[config.mk]
export PLATFORM = sky130hd
export DESIGN_NAME = midi_msg_parser
export DESIGN_NICKNAME = d
export VERILOG_FILES = /design/src/rtl/midi_pkg.sv /design/src/rtl/midi_msg_parser.sv
export SDC_FILE = /design/constraint.sdc
export NUM_CORES = 1
export LEC_CHECK = 0
export CELL_PAD_IN_SITES_DETAIL_PLACEMENT = 1
export CELL_PAD_IN_SITES_GLOBAL_PLACEMENT = 1
export CORE_MARGIN = 2
export CORE_UTILIZATION = 39
export CTS_BUF_LIST = sky130_fd_sc_hd__clkbuf_8
export DETAILED_ROUTE_END_ITERATION = 8
export HOLD_SLACK_MARGIN = 0.15
export PLACE_DENSITY = 0.82
export SLEW_MARGIN = 40
export SYNTH_ARGS = -nofsm -noshare
export SYNTH_HDL_FRONTEND = slang
export SYNTH_SLANG_ARGS = --single-unit
[constraint.sdc]
create_clock -name clk -period 1.9 [get_ports clk]
set_input_delay 0.475 -clock clk [delete_from_list [all_inputs] [get_ports clk]]
set_output_delay 0.475 -clock clk [all_outputs]
set_load 0.005 [all_outputs]
[src/rtl/midi_pkg.sv]
// Shared MIDI constants, parser state encoding and the data-length helper.
package midi_pkg;

    // Channel-voice status high nibbles
    localparam logic [3:0] NOTE_OFF = 4'h8;
    localparam logic [3:0] NOTE_ON  = 4'h9;
    localparam logic [3:0] POLY_AT  = 4'hA;
    localparam logic [3:0] CONTROL  = 4'hB;
    localparam logic [3:0] PROGRAM  = 4'hC;
    localparam logic [3:0] CHAN_AT  = 4'hD;
    localparam logic [3:0] PITCH    = 4'hE;

    // System byte boundaries
    localparam logic [7:0] SYSEX_START = 8'hF0;
    localparam logic [7:0] SYSEX_END   = 8'hF7;
    localparam logic [7:0] RT_MIN      = 8'hF8;

    typedef enum logic [1:0] {
        IDLE    = 2'd0,
        WAIT_D1 = 2'd1,
        WAIT_D2 = 2'd2,
        SYSEX   = 2'd3
    } state_t;

    // Number of data bytes following a channel-voice status of the given type
    function automatic logic [1:0] data_len(input logic [3:0] msg_type);
        if (msg_type == PROGRAM || msg_type == CHAN_AT)
            return 2'd1;
        else
            return 2'd2;
    endfunction

endpackage

[src/rtl/midi_msg_parser.sv]
// MIDI channel-voice message parser with running status, real-time/system
// filtering and an optional single-channel filter.
module midi_msg_parser
    import midi_pkg::*;
#(
    parameter bit         OMNI    = 1'b1,
    parameter logic [3:0] CHANNEL = 4'd0
) (
    input  logic       clk,
    input  logic       rst,
    input  logic       byte_valid,
    input  logic [7:0] byte_data,
    output logic       msg_valid,
    output logic [3:0] msg_type,
    output logic [3:0] msg_channel,
    output logic [6:0] msg_data1,
    output logic [6:0] msg_data2
);

    state_t     state_reg;
    logic       rs_valid_reg;
    logic [7:0] rs_status_reg;
    logic [6:0] data1_reg;

    // Byte classification and completion of a message on this byte
    logic       is_realtime;
    logic       is_chan_status;
    logic       is_data;
    logic       msg_complete;
    logic       msg_accept;
    logic [3:0] emit_type;
    logic [6:0] emit_d1;
    logic [6:0] emit_d2;

    // Decode the incoming byte and form the candidate output message
    always_comb begin
        is_realtime    = (byte_data >= RT_MIN);
        is_chan_status = byte_data[7] && (byte_data[7:4] != 4'hF);
        is_data        = !byte_data[7];

        // A data byte completes a message either as the second byte, or as
        // the only byte of a 1-data-byte type (from IDLE via running status
        // or from WAIT_D1). WAIT_D1/WAIT_D2 imply rs_valid_reg is set.
        msg_complete = 1'b0;
        if (byte_valid && is_data) begin
            if (state_reg == WAIT_D2)
                msg_complete = 1'b1;
            else if (state_reg != SYSEX && rs_valid_reg &&
                     data_len(rs_status_reg[7:4]) == 2'd1)
                msg_complete = 1'b1;
        end

        if (state_reg == WAIT_D2) begin
            emit_d1 = data1_reg;
            emit_d2 = byte_data[6:0];
        end else begin
            emit_d1 = byte_data[6:0];
            emit_d2 = 7'd0;
        end

        // Note-on with zero velocity is reported as note-off
        if (rs_status_reg[7:4] == NOTE_ON && emit_d2 == 7'd0)
            emit_type = NOTE_OFF;
        else
            emit_type = rs_status_reg[7:4];

        msg_accept = OMNI || (rs_status_reg[3:0] == CHANNEL);
    end

    // Parser FSM, running-status latch and registered message outputs
    always_ff @(posedge clk) begin
        if (rst) begin
            state_reg     <= IDLE;
            rs_valid_reg  <= 1'b0;
            rs_status_reg <= 8'd0;
            data1_reg     <= 7'd0;
            msg_valid     <= 1'b0;
            msg_type      <= 4'd0;
            msg_channel   <= 4'd0;
            msg_data1     <= 7'd0;
            msg_data2     <= 7'd0;
        end else begin
            msg_valid <= 1'b0;
            if (byte_valid && !is_realtime) begin
                if (is_chan_status) begin
                    // New status from any state (also closes an open SysEx)
                    rs_status_reg <= byte_data;
                    rs_valid_reg  <= 1'b1;
                    state_reg     <= WAIT_D1;
                end else if (state_reg == SYSEX) begin
                    if (byte_data == SYSEX_END)
                        state_reg <= IDLE;
                end else if (byte_data[7]) begin
                    // System common / SysEx start kill running status
                    rs_valid_reg <= 1'b0;
                    state_reg    <= (byte_data == SYSEX_START) ? SYSEX : IDLE;
                end else if (msg_complete) begin
                    state_reg <= IDLE;
                    if (msg_accept) begin
                        msg_valid   <= 1'b1;
                        msg_type    <= emit_type;
                        msg_channel <= rs_status_reg[3:0];
                        msg_data1   <= emit_d1;
                        msg_data2   <= emit_d2;
                    end
                end else if (rs_valid_reg) begin
                    // First of two data bytes (explicit or running status)
                    data1_reg <= byte_data[6:0];
                    state_reg <= WAIT_D2;
                end
            end
        end
    end

endmodule

# [Word level (Yosys, flattened, before mapping)]
# Cells that the tools add are included.
[classes] n_lt_le_gt_ge=1 eq_ne=12 muxes=20 bitwise=5 n_reduce_logical=18
[op_table] cell="$mux W2" count=10
[op_table] cell="$eq A8 B8 Y1 const B" count=2
[op_table] cell="$mux W7" count=2
[op_table] cell="$eq A4 B4 Y1 const B" count=3
[op_table] cell="$ge A8 B8 Y1 const B" count=1
[op_table] cell="$logic_not A7 Y1" count=1
[op_table] cell="$mux W1" count=7
[op_table] cell="$logic_and A1 B1 Y1" count=6
[op_table] cell="$reduce_and A3 Y1" count=2
[op_table] cell="$reduce_and A6 Y1" count=1
[op_table] cell="$not A1 Y1" count=5
[op_table] cell="$reduce_and A5 Y1" count=1
[op_table] cell="$reduce_bool A5 Y1" count=1
[op_table] cell="$reduce_or A5 Y1" count=1
[op_table] cell="$eq A2 B2 Y1 const B" count=2
[op_table] cell="$mux W4" count=1
[op_table] cell="$ne A2 B2 Y1 const B" count=2
[op_table] cell="$ne A4 B4 Y1 const B" count=1
[op_table] cell="$ne A3 B2 Y1 const B" count=1
[op_table] cell="$eq A2 B1 Y1 const B" count=1
[op_table] cell="$logic_not A1 Y1" count=2
[op_table] cell="$reduce_and A2 Y1" count=1
[op_table] cell="$reduce_bool A2 Y1" count=1
[op_table] cell="$logic_or A1 B1 Y1" count=1
[word_totals] regBits=41 inputBits=11 out_inout_bits=23 elab_cells=65

# [Logic depth before layout (Yosys ltp)]
[depth] word_depth=14 ltp_mapped=7 depth_no_buf=4

# [Worst setup path before layout]
# OpenSTA, ideal clock, no wires.
[synth_timing] path_type="input to register" start="input port byte_data[0]" end="register msg_type[0]" setup_ps=132 arrival_ps=1601 required_time_ps=1768 slack_ps=167 path_stages=4 n_path_buf=0 path_cell_list="or4_4 o41a_1 o311ai_2 a21oi_1"
[synth_via] elab_chain_len=4 elab_cells_between_ends=8 classes_between="1 x order compare; 2 x mux; 5 x reduce/logical"
[synth_rtl] item="start, declared" line_no="midi_msg_parser.sv:12" text="input logic [7:0] byte_data,"
[synth_rtl] item="$ge A8 B8 Y1 / $mux W7 (equally long branches)" line_no="midi_msg_parser.sv:37, midi_msg_parser.sv:53"
[synth_rtl] item="$logic_not A1 Y1 / $logic_not A7 Y1 (equally long branches)" line_no="midi_msg_parser.sv:84, midi_msg_parser.sv:62"
[synth_rtl] item="$logic_and A1 B1 Y1, on equally long branches" line_no="midi_msg_parser.sv:84, midi_msg_parser.sv:62"
[synth_rtl] item="$reduce_and A5 Y1 (no source line) / $mux W4 (equally long branches)"
[synth_rtl] item="end signal, assigned" line_no="midi_msg_parser.sv:101" text="msg_type <= emit_type;"
[synth_rtl] item="end, declared" line_no="midi_msg_parser.sv:14" text="output logic [3:0] msg_type,"
# Several ways; a longest one is shown, not always the timed one.
# A chain may end at the register's enable or synchronous reset.

# [Worst setup path after layout]
[layout_timing] start="input port byte_data[0]" end="register state_reg[1]"
[layout_via] elab_chain_len=5 elab_cells_between_ends=11 classes_between="1 x order compare; 3 x eq/ne; 4 x mux; 3 x reduce/logical"
[layout_rtl] item="parallel branches: the longest is 5 deep, another holds $ge A8 B8 Y1"
[layout_rtl] item="end signal, assigned" line_no="midi_msg_parser.sv:96" text="state_reg <= (byte_data == SYSEX_START) ? SYSEX : IDLE;"
[layout_rtl] item="end, declared" line_no="midi_msg_parser.sv:20" text="state_t state_reg;"
# Several ways; the timed one is not identified.

==> metrics <==
max reg flops 8; Leak Pwr between 0.8 and 0.9 nW; DRT Wirelength 4552 µm; worst reg-to-reg setup slack approximately 0.25 ns; Mean Syn Cell Area approximately 8.7 µm²; sequential share of power between 50% and 60%; Arr. time, crit path between 2 and 2.5 ns; Multi-input gate area 775.7 µm²; Starting DRT DRC Count 50; ant diodes 0; vias in the first global route approximately 1700; CP Capture Point state_reg[1]$_SDFFE_PP0P_; clock sink count 41; Root Buffer clkbuf_8; switching share of power a little under a quarter; drt wl/cell roughly 16 µm; R2R Path Start state_reg[1]$_SDFFE_PP0P_; Final Hold Vio Count 0; Syn-to-layout area delta 35.04%; Post-CTS Hold Fix Bufs 0; Worst Setup End Kind flip-flop; Setup crit start byte_data[0]; HPWL Detailed ~3200 µm; WL met1 roughly 2000 µm; synthesized cell area 1660 µm²; fin crit share between 90 and 100%; CTS tree done; Die Width 69.25 µm; gr usage total 19.62%; status finished, final reports clean; Peak VDD IR roughly 0.00049 V; initial antenna violation count 0; post-route minimum period 1.872 ns; drt via density ~5.3; FILL cells 475; setup violators final 0; H-tree Lvls 2; sequential cell area roughly 800 µm²; I/O Buffers 33; Hold Crit Class flip-flop to flip-flop; Worst Path Required around 2.1 ns; sequential element share of the synthesized area about half; via count 1533; Core ar. roughly 4000 µm²; # IOs 34; maxcap violations 0; clock-pin slew on the worst setup and hold paths 0.08 ns; ANT nets after route 0; DIE AREA roughly 4800 µm²; largest net degree at the start of global routing 26; Met2 Wirelength around 2300 µm; total congestion overflow 0; Worst Hold Launch msg_channel[0]$_SDFFE_PP0P_; final setup margin roughly 0.028 ns; die height between 60 and 70 µm; Slew @ Worst Pin 0.3531 ns; yosys warns 0; highest metal used met4; Yosys reg bits 41; Rows 23; layout cells sized above 1 between 10% and 20%; Max-slew headroom 76.39%; met3 wire length around 160 µm; first-pass GRT wire length between 7000 and 8000 µm; reg-to-reg endpoint msg_data1[6]$_SDFFE_PP0P_; cell-internal power around 1.2 mW; clock skew roughly 0.0095 ns; total power roughly 1.6 mW; Final GP Congestion around 0.77; fin. max-slew vios 0; Psw around 0.38 mW; Net count, final 248; clock network fraction of total power around 36%; Mapped Cells between 150 and 200; P per Cell Area between 700 and 800 nW/µm²; Fmax 0.5342 GHz; worst skew pair latency roughly 0.29 ns; Setup TNS Final 0 ns; CTS Buf Count 5; Combinational Power Share a little under 9%; Synth Net Count ~200; Clock Path Buffers 2; RSZ-0062 raised after global routing no; Initial Utilization 40.92%; DP Worst Slack -0.3784 ns; fin util 55.26%; post-route DRC violation count 0; Distinct cells, synth 29; Startpoint Class primary input; smallest hold slack between 0.4 and 0.5 ns; FF-to-FF path depth 5; critical path type primary input to flip-flop; largest fanout on the critical path 2; drt pass-1 iters 4
[critical path, stage by stage]
cell             delay [ns]
clkdlybuf4s50_1        0.44
or4_4                  0.44
buf_4                  0.16
or4_1                  0.49
o211ai_1               0.10
[cells in the mapped netlist, drive strengths merged]
cell type	count	area, µm²
o311ai	1	16.27
mux2i	14	140.1
or4	2	18.77
o41a	1	11.26
nand2b	3	18.77
a32oi	1	16.27
and3b	1	8.760
nand3	9	45.04
nand2	38	142.6
inv	1	3.750
dfxtp	41	820.8
nor2b	2	12.51
clkbuf	5	18.77
nand4b	1	8.760
o21ai	5	25.02
a21boi	1	7.510
a21oi	25	125.1
buf	8	43.78
a211oi	7	52.55
a21o	1	7.510
o211ai	1	7.510
a32o	1	10.01
and4bb	1	12.51
nor2	18	67.56
o21bai	1	7.510
and4b	1	11.26
[worst min-delay path by stage]
stage	endpoint	slack, ns	cells after the start
after floorplan	msg_channel[0]$_SDFFE_PP0P_	0.44	2
after global placement	msg_data2[5]$_SDFFE_PP0P_	0.44	2
after detailed placement	msg_data2[4]$_SDFFE_PP0P_	0.45	2
after CTS	msg_type[3]$_SDFFE_PP0P_	0.46	2
after global routing	msg_channel[0]$_SDFFE_PP0P_	0.48	2
final	msg_channel[0]$_SDFFE_PP0P_	0.46	2
[layer usage]
layer / vias up / track usage [%]
met2: 39 / 34.51
met5: - / 0
met4: 0 / 9.586
met3: 14 / 3.634
li1: 746 / -
met1: 734 / 22.76
[cell families (layout without fill, tap and decap cells)]
group | Yosys count | count (layout) | share of synthesized area (%)
simple gates | 76 | 76 | 20.87
mux | 14 | 14 | 8.440
compound gates | 45 | 45 | 17.26
buf+inv | 14 | 61 | 3.993
flops | 41 | 41 | 49.43
[power by group through the flow]
| stage | Combinational [mW] | Clock (mW) | Sequential [mW] |
|---|---|---|---|
| after floorplan | 0.0641 | 0 | 0.903 |
| after global placement | 0.134 | 0 | 0.905 |
| after detailed placement | 0.140 | 0 | 0.907 |
| after CTS | 0.140 | 0.600 | 0.887 |
| after global routing | 0.153 | 0.634 | 0.889 |
| final | 0.140 | 0.578 | 0.887 |
[layout by cell type, fill, tap and decap left out]
cell             synthesis  layout
nor2b_1                  2       1
nand2b_1                 3       3
a21o_1                   1       1
o311ai_2                 1       1
nor2_1                  18      18
clkinvlp_4               0       1
or4_1                    1       1
a21oi_1                 25      25
dlygate4sd2_1            0       3
and4b_2                  1       1
mux2i_1                 14      14
clkbuf_8                 0       6
and4bb_2                 1       1
dfxtp_1                 41      41
nand4b_1                 1       1
or4_4                    1       1
buf_4                    2      19
buf_12                   0       1
o21ai_0                  5       5
and3b_1                  1       1
a32oi_2                  1       1
inv_1                    1       1
clkdlybuf4s50_1          0      30
o211ai_1                 1       1
a32o_1                   1       1
nand2_1                 38      38
o21bai_1                 1       1
o41a_1                   1       1
nor2b_2                  0       1
a211oi_1                 7       7
nand3_1                  9       9
a21boi_0                 1       1
[repair_timing]
action	CTS	global route
pin swaps	3	1
endpoints found under the setup margin	1	4
setup buffers	1	0
gates resized for setup	3	1
[per-stage QoR]
| stage | area (µm²) | cells |
|---|---|---|
| 2_1_floorplan | 1660 | 190 |
| 3_3_place_gp | 2146 | 279 |
| 3_5_place_dp | 2146 | 279 |
| 4_1_cts | 2240 | 287 |
| 5_1_grt | 2242 | 287 |
| 6_report | 2242 | 287 |
[area by class of cell]
type	instances	area share (%)
Timing Repair Buffer	53	21.82
Inverter	1	0.1674
Clock inverter	1	0.3348
Sequential cell	41	36.61
Clock buffer	6	3.683
Multi-Input combinational cell	135	34.60
Tap cell	50	2.790
Power figures use the tool's default switching activity.
